File: src/rtl/ex_muldiv.sv
// ----------------------------------------------------------------------------
// ex_muldiv -- multi-cycle multiply/divide unit for the EX stage.
//
// Takes the registered operands and op select of a MULT/MULTU/DIV/DIVU
// instruction and produces the 64-bit {HI, LO} result. EX and upstream are
// held via md_stall_o until the one-cycle md_done_o pulse. exception_flush
// aborts any operation in flight without touching HI/LO.
//
// Configuration macro: MULDIV_FAST_MUL_EN
//   defined   : multiply is a single-cycle array multiply (IDLE -> DONE)
//   undefined : multiply uses the 32-step shift-add path (same latency as div)
//
// Ports:
//   clk              pipeline clock
//   rst              asynchronous, active-low reset
//   exception_flush  abort current operation, return to IDLE
//   md_op_valid_i    EX holds a mul/div instruction
//   md_op_i[1:0]     00 MULT, 01 MULTU, 10 DIV, 11 DIVU
//   md_src_a_i[31:0] multiplicand / dividend
//   md_src_b_i[31:0] multiplier / divisor
//   md_stall_o       hold EX and all upstream stages
//   md_done_o        one-cycle pulse, result valid on md_hi_o/md_lo_o
//   md_hi_o[31:0]    product[63:32] or remainder
//   md_lo_o[31:0]    product[31:0] or quotient
// ----------------------------------------------------------------------------
module ex_muldiv #(
  parameter int DIV_ITERS = 32
) (
  input  logic        clk,
  input  logic        rst,
  input  logic        exception_flush,
  input  logic        md_op_valid_i,
  input  logic [1:0]  md_op_i,
  input  logic [31:0] md_src_a_i,
  input  logic [31:0] md_src_b_i,
  output logic        md_stall_o,
  output logic        md_done_o,
  output logic [31:0] md_hi_o,
  output logic [31:0] md_lo_o
);

  typedef enum logic [2:0] {
    S_IDLE = 3'd0,
    S_MUL  = 3'd1,
    S_DIV  = 3'd2,
    S_FIX  = 3'd3,
    S_DONE = 3'd4
  } state_e;

  state_e      state_q, state_d;

  logic        is_div_q;     // latched op class: 1 = divide
  logic        sa_q, sb_q;   // operand signs (zero for unsigned / div-by-zero)
  logic [5:0]  cnt_q;        // iteration counter
  logic [31:0] opnd_q;       // multiplicand (mul) or divisor (div)
  logic [31:0] work_hi_q;    // accumulator (mul) or partial remainder (div)
  logic [31:0] work_lo_q;    // multiplier (mul) or dividend/quotient (div)

  // --------------------------------------------------------------------------
  // Operand preparation (only meaningful in IDLE)
  // --------------------------------------------------------------------------
  logic        op_signed;
  logic        op_div;
  logic        div_by_zero;
  logic [31:0] a_abs, b_abs;
  logic        last_iter;

  always_comb begin
    op_signed   = ~md_op_i[0];
    op_div      = md_op_i[1];
    div_by_zero = op_div && (md_src_b_i == 32'd0);
    // 0x8000_0000 wraps to itself, which gives the expected MIN/-1 result.
    a_abs       = (op_signed && md_src_a_i[31]) ? (32'd0 - md_src_a_i) : md_src_a_i;
    b_abs       = (op_signed && md_src_b_i[31]) ? (32'd0 - md_src_b_i) : md_src_b_i;
    last_iter   = (cnt_q == 6'(DIV_ITERS - 1));
  end

  // --------------------------------------------------------------------------
  // Iteration datapath
  // --------------------------------------------------------------------------
`ifndef MULDIV_FAST_MUL_EN
  logic [32:0] mul_sum;
  always_comb begin
    mul_sum = {1'b0, work_hi_q} + {1'b0, opnd_q};
  end
`else
  logic [63:0] fast_prod;
  always_comb begin
    if (op_signed) begin
      fast_prod = $signed({{32{md_src_a_i[31]}}, md_src_a_i}) *
                  $signed({{32{md_src_b_i[31]}}, md_src_b_i});
    end else begin
      fast_prod = $unsigned({32'd0, md_src_a_i}) * $unsigned({32'd0, md_src_b_i});
    end
  end
`endif

  // Restoring divide: remainder stays below the divisor, so the shifted
  // remainder always fits in 33 bits and trial[32] is the borrow.
  logic [32:0] div_shift;
  logic [32:0] div_trial;
  always_comb begin
    div_shift = {work_hi_q, work_lo_q[31]};
    div_trial = div_shift - {1'b0, opnd_q};
  end

  // Sign correction applied in FIX
  logic [63:0] fix_result;
  logic [63:0] raw_prod;
  always_comb begin
    raw_prod = {work_hi_q, work_lo_q};
    if (is_div_q) begin
      fix_result[63:32] = sa_q ? (32'd0 - work_hi_q) : work_hi_q;
      fix_result[31:0]  = (sa_q ^ sb_q) ? (32'd0 - work_lo_q) : work_lo_q;
    end else begin
      fix_result = (sa_q ^ sb_q) ? (64'd0 - raw_prod) : raw_prod;
    end
  end

  // --------------------------------------------------------------------------
  // FSM: state register
  // --------------------------------------------------------------------------
  always_ff @(posedge clk or negedge rst) begin
    if (!rst) begin
      state_q <= S_IDLE;
    end else begin
      state_q <= state_d;
    end
  end

  // --------------------------------------------------------------------------
  // FSM: next state
  // --------------------------------------------------------------------------
  always_comb begin
    state_d = state_q;
    if (exception_flush) begin
      state_d = S_IDLE;
    end else begin
      case (state_q)
        S_IDLE: begin
          if (md_op_valid_i) begin
            if (op_div) begin
              state_d = S_DIV;
            end else begin
`ifdef MULDIV_FAST_MUL_EN
              state_d = S_DONE;
`else
              state_d = S_MUL;
`endif
            end
          end
        end
`ifndef MULDIV_FAST_MUL_EN
        S_MUL:   if (last_iter) state_d = S_FIX;
`endif
        S_DIV:   if (last_iter) state_d = S_FIX;
        S_FIX:   state_d = S_DONE;
        S_DONE:  state_d = S_IDLE;
        default: state_d = S_IDLE;
      endcase
    end
  end

  // --------------------------------------------------------------------------
  // FSM: outputs
  // --------------------------------------------------------------------------
  always_comb begin
    md_stall_o = md_op_valid_i && (state_q != S_DONE);
    md_done_o  = (state_q == S_DONE) && !exception_flush;
  end

  // --------------------------------------------------------------------------
  // Datapath registers
  // --------------------------------------------------------------------------
  always_ff @(posedge clk or negedge rst) begin
    if (!rst) begin
      is_div_q  <= 1'b0;
      sa_q      <= 1'b0;
      sb_q      <= 1'b0;
      cnt_q     <= 6'd0;
      opnd_q    <= 32'd0;
      work_hi_q <= 32'd0;
      work_lo_q <= 32'd0;
      md_hi_o   <= 32'd0;
      md_lo_o   <= 32'd0;
    end else begin
      case (state_q)
        S_IDLE: begin
          if (md_op_valid_i && !exception_flush) begin
            is_div_q  <= op_div;
            cnt_q     <= 6'd0;
            // Divide-by-zero runs as an unsigned divide of the raw dividend:
            // a zero divisor yields quotient all-ones and remainder = a.
            sa_q      <= op_signed && md_src_a_i[31] && !div_by_zero;
            sb_q      <= op_signed && md_src_b_i[31] && !div_by_zero;
            work_hi_q <= 32'd0;
            if (op_div) begin
              work_lo_q <= div_by_zero ? md_src_a_i : a_abs;
              opnd_q    <= b_abs;
            end else begin
`ifdef MULDIV_FAST_MUL_EN
              md_hi_o   <= fast_prod[63:32];
              md_lo_o   <= fast_prod[31:0];
`else
              work_lo_q <= b_abs;
              opnd_q    <= a_abs;
`endif
            end
          end
        end
`ifndef MULDIV_FAST_MUL_EN
        S_MUL: begin
          // Add (if multiplier LSB set), then shift {acc, multiplier} right.
          if (work_lo_q[0]) begin
            work_hi_q <= mul_sum[32:1];
            work_lo_q <= {mul_sum[0], work_lo_q[31:1]};
          end else begin
            work_hi_q <= {1'b0, work_hi_q[31:1]};
            work_lo_q <= {work_hi_q[0], work_lo_q[31:1]};
          end
          cnt_q <= cnt_q + 6'd1;
        end
`endif
        S_DIV: begin
          work_hi_q <= div_trial[32] ? div_shift[31:0] : div_trial[31:0];
          work_lo_q <= {work_lo_q[30:0], ~div_trial[32]};
          cnt_q     <= cnt_q + 6'd1;
        end
        S_FIX: begin
          if (!exception_flush) begin
            md_hi_o <= fix_result[63:32];
            md_lo_o <= fix_result[31:0];
          end
        end
        default: ;
      endcase
    end
  end

endmodule

File: config.mk
export PLATFORM = sky130hd
export DESIGN_NAME = ex_muldiv
export DESIGN_NICKNAME = d
export VERILOG_FILES = /design/src/rtl/ex_muldiv.sv
export SDC_FILE = /design/constraint.sdc
export NUM_CORES = 1
export LEC_CHECK = 0
export BUFFER_PORTS_ARGS = -buffer_cell sky130_fd_sc_hd__buf_2
export CAP_MARGIN = 20
export CORE_MARGIN = 10
export CORE_UTILIZATION = 66
export DETAILED_ROUTE_END_ITERATION = 6
export PLACE_DENSITY = 0.95
export SLEW_MARGIN = 20
export SYNTH_ARGS = -nofsm -noshare
export SYNTH_HDL_FRONTEND = slang
export SYNTH_SLANG_ARGS = --single-unit
File: constraint.sdc
create_clock -name clk -period 5.08 [get_ports clk]
set_clock_uncertainty 0.1 [all_clocks]
set_input_delay 0.254 -clock clk [delete_from_list [all_inputs] [get_ports clk]]
set_output_delay 0.254 -clock clk [all_outputs]
set_load 0.05 [all_outputs]
==> run summary <==
clk root buf -> clkbuf_16
Slew Viols, Final -> 0
Syn Std Cell Area -> 15000 um^2
Initial DRT Pass Iterations -> 7
WP data required -> 5.34 ns
die span in y -> 171 um
total wire length -> 51.0 mm
Critical Path Sink Type -> flop
Syn Nets -> 2089
total die area -> 29100 um^2
Unique masters post-synth -> 76
Antenna diodes -> 0
Register Area -> 4300 um^2
drt drc -> 1
Die Width -> 171 um
# rows -> 55
CP Max Fanout -> 8
port bufs -> 135
Synth area leader -> dfrtp_1
post-layout min period -> 4.06 ns
Mean Syn Cell Area -> 7.70 um^2
placed cell areas -> 15800 um^2
Worst-path clk slew -> 0.07 ns
Final Cell Area -> 16400 um^2
pwr/cell area -> 762 nW/um^2
period utilization -> 0.800
area fraction of the dominant cell type after synthesis -> 0.287
Ys Warns -> 0
via count -> 15.7k
most common cell in the synthesized netlist -> nand2_1
Arrival @ worst endpoint -> 4.33 ns
most instantiated cells after synthesis -> nand2_1 (220), o21ai_0 (203), nor2_1 (185)
RSZ-0062 raised after global routing -> no
Final HPWL DP -> 38.7 mm
kind of critical path -> flop to flop
DR iter-0 viols -> 2110
initial antenna violation count -> 0
crit start category -> flop
Via density -> 6.84
vias in the first global route -> 15.2k
io pins -> 136
Final setup viols -> 0
largest net degree at the start of global routing -> 173
leakage -> 7.14 nW
drt wl/cell -> 22.2 um
# Max-Cap Violations -> 0
total core area -> 22500 um^2
antenna viol nets, final -> 0
clk sink count -> 172
share of cells above drive strength 1 -> 0.111
Max Freq -> 246 MHz
Seq/Total Area, Yosys -> 0.287
Max VDD drop -> 0.000327 V
top post-synthesis cells by area -> dfrtp_1 (29%), o21ai_0 (6.8%), xnor2_1 (6.7%)
Top FF cell, synth -> dfrtp_1
Initial Util -> 0.666
GR Util All Layers -> 0.347
fill cell count -> 1783
run status -> complete, but fails checks
post-synthesis cell count -> 1948
Min Hold Slack -> 0.0878 ns
CTS tree -> yes
htree depth -> 4
grt ovf -> 0
post-CTS sizing -> 0
first-pass GRT wire length -> 80.8 mm
failing checks -> DRC
Skew-Pair Late Insertion Delay -> 0.45 ns
Worst-Margin Slew -> 1.22 ns
Post-synth ARST share -> 1.00
Inserted Clock Buffers -> 17
EDFF count, synth -> 0
setup_tns -> 0 ns
Rel. slew slack -> 0.177
Worst Hold Class -> input pin to flop
multi-input logic area -> 9980 um^2
Hold Vio Cnt, Final -> 0
Final Wtd Congestion -> 1.06
Yosys reg bits -> 172
nets@finish -> 2138
area added between synthesis and finish -> 9.35%
Clock Tree Buf Depth -> 2
-- cell families (layout without fill, tap and decap cells) --
kind of cell    after synthesis  in the layout  share of synthesized area
mux                          44             44                     0.0299
flops                       172            172                      0.287
simple gates                630            630                      0.195
fa+ha+maj                    71             71                     0.0602
buf+inv                     198            260                     0.0504
xor+xnor                    194            194                      0.113
compound gates              639            639                      0.264
-- critical path, stage by stage (launching register included) --
cell and delay (ns):
dfrtp_1 0.56, ha_1 0.33, a211oi_1 0.29, nor2_1 0.13, o311ai_0 1.00, nand2_1 0.31
a31oi_1 0.32, o21ai_0 0.21, a221oi_1 0.40, nand3_1 0.12, a31oi_1 0.21
-- registers in the layout, summed over array words and instances, names as in the netlist --
register   count
cnt_q          6
work_lo_q     32
sa_q           1
opnd_q        32
is_div_q       1
work_hi_q     32
md_lo_o       32
sb_q           1
md_hi_o       32
state_q        3
-- power breakdown --
part	internal (mW)	switching (mW)	total, mW	leakage (nW)
clock network	0.721	0.655	1.38	0.301
registers	1.96	0.983	2.95	2.14
logic	2.96	5.22	8.18	4.71
-- what timing repair did --
item,CTS,global route
buffers inserted,0,0
endpoints found under the hold margin,172,0
hold buffers,1,0
-- worst paths after layout --
check	start	slack, ns	to	depth (start not counted)
setup reg to reg	work_hi_q[1]	1.02	work_hi_q[30]	10
hold reg to reg	md_hi_o[14]	0.37	md_hi_o[14]	2
setup / recovery	work_hi_q[1]	1.02	work_hi_q[30]	10
hold / removal	exception_flush	0.09	state_q[1]	4
max in group asynchronous	rst	3.72	md_lo_o[13]	3
min in group asynchronous	rst	0.41	md_hi_o[8]	3
-- cell usage in the layout (no fill, tap or decap), types with 23 or more instances in the layout --
master	instances
inv_1	67
nand2_1	220
o21ai_0	203
dfrtp_1	172
nor2_1	181
o211ai_1	23
mux2i_1	38
buf_2	134
xnor2_1	114
nand3_1	28
ha_1	69
xor2_1	78
nor3_1	38
a211oi_1	27
a21oi_1	170
-- metrics by stage --
step,std cells,power [mW],utilization,setup slack (ns)
floorplan,1948,8.63,-,1.82
global placement,2262,10.6,0.701,1.26
detailed placement,2262,10.8,0.701,1.29
CTS,2295,12.2,0.728,1.22
global route,2295,13.3,0.729,0.884
finish,2295,12.5,0.729,1.02
-- final cells by class --
class,instances,area share
multi-input combinational,1578,0.609
sequential,172,0.262
timing repair buffer,160,0.0542
clock buffer,18,0.0268
tap,285,0.0217
inverter,68,0.0156
clock inverter,14,0.0106
-- layer usage --
| layer | track usage | share of wire | vias up | wire length, um |
|---|---|---|---|---|
| met5 | 0 | 0 | - | 0 |
| li1 | - | - | 7136 | - |
| met3 | 0.0933 | 0.12 | 215 | 5910 |
| met2 | 0.556 | 0.45 | 1040 | 23000 |
| met4 | 0.191 | 0.057 | 0 | 2900 |
| met1 | 0.417 | 0.38 | 7312 | 19100 |
Power figures use the tool's default switching activity.
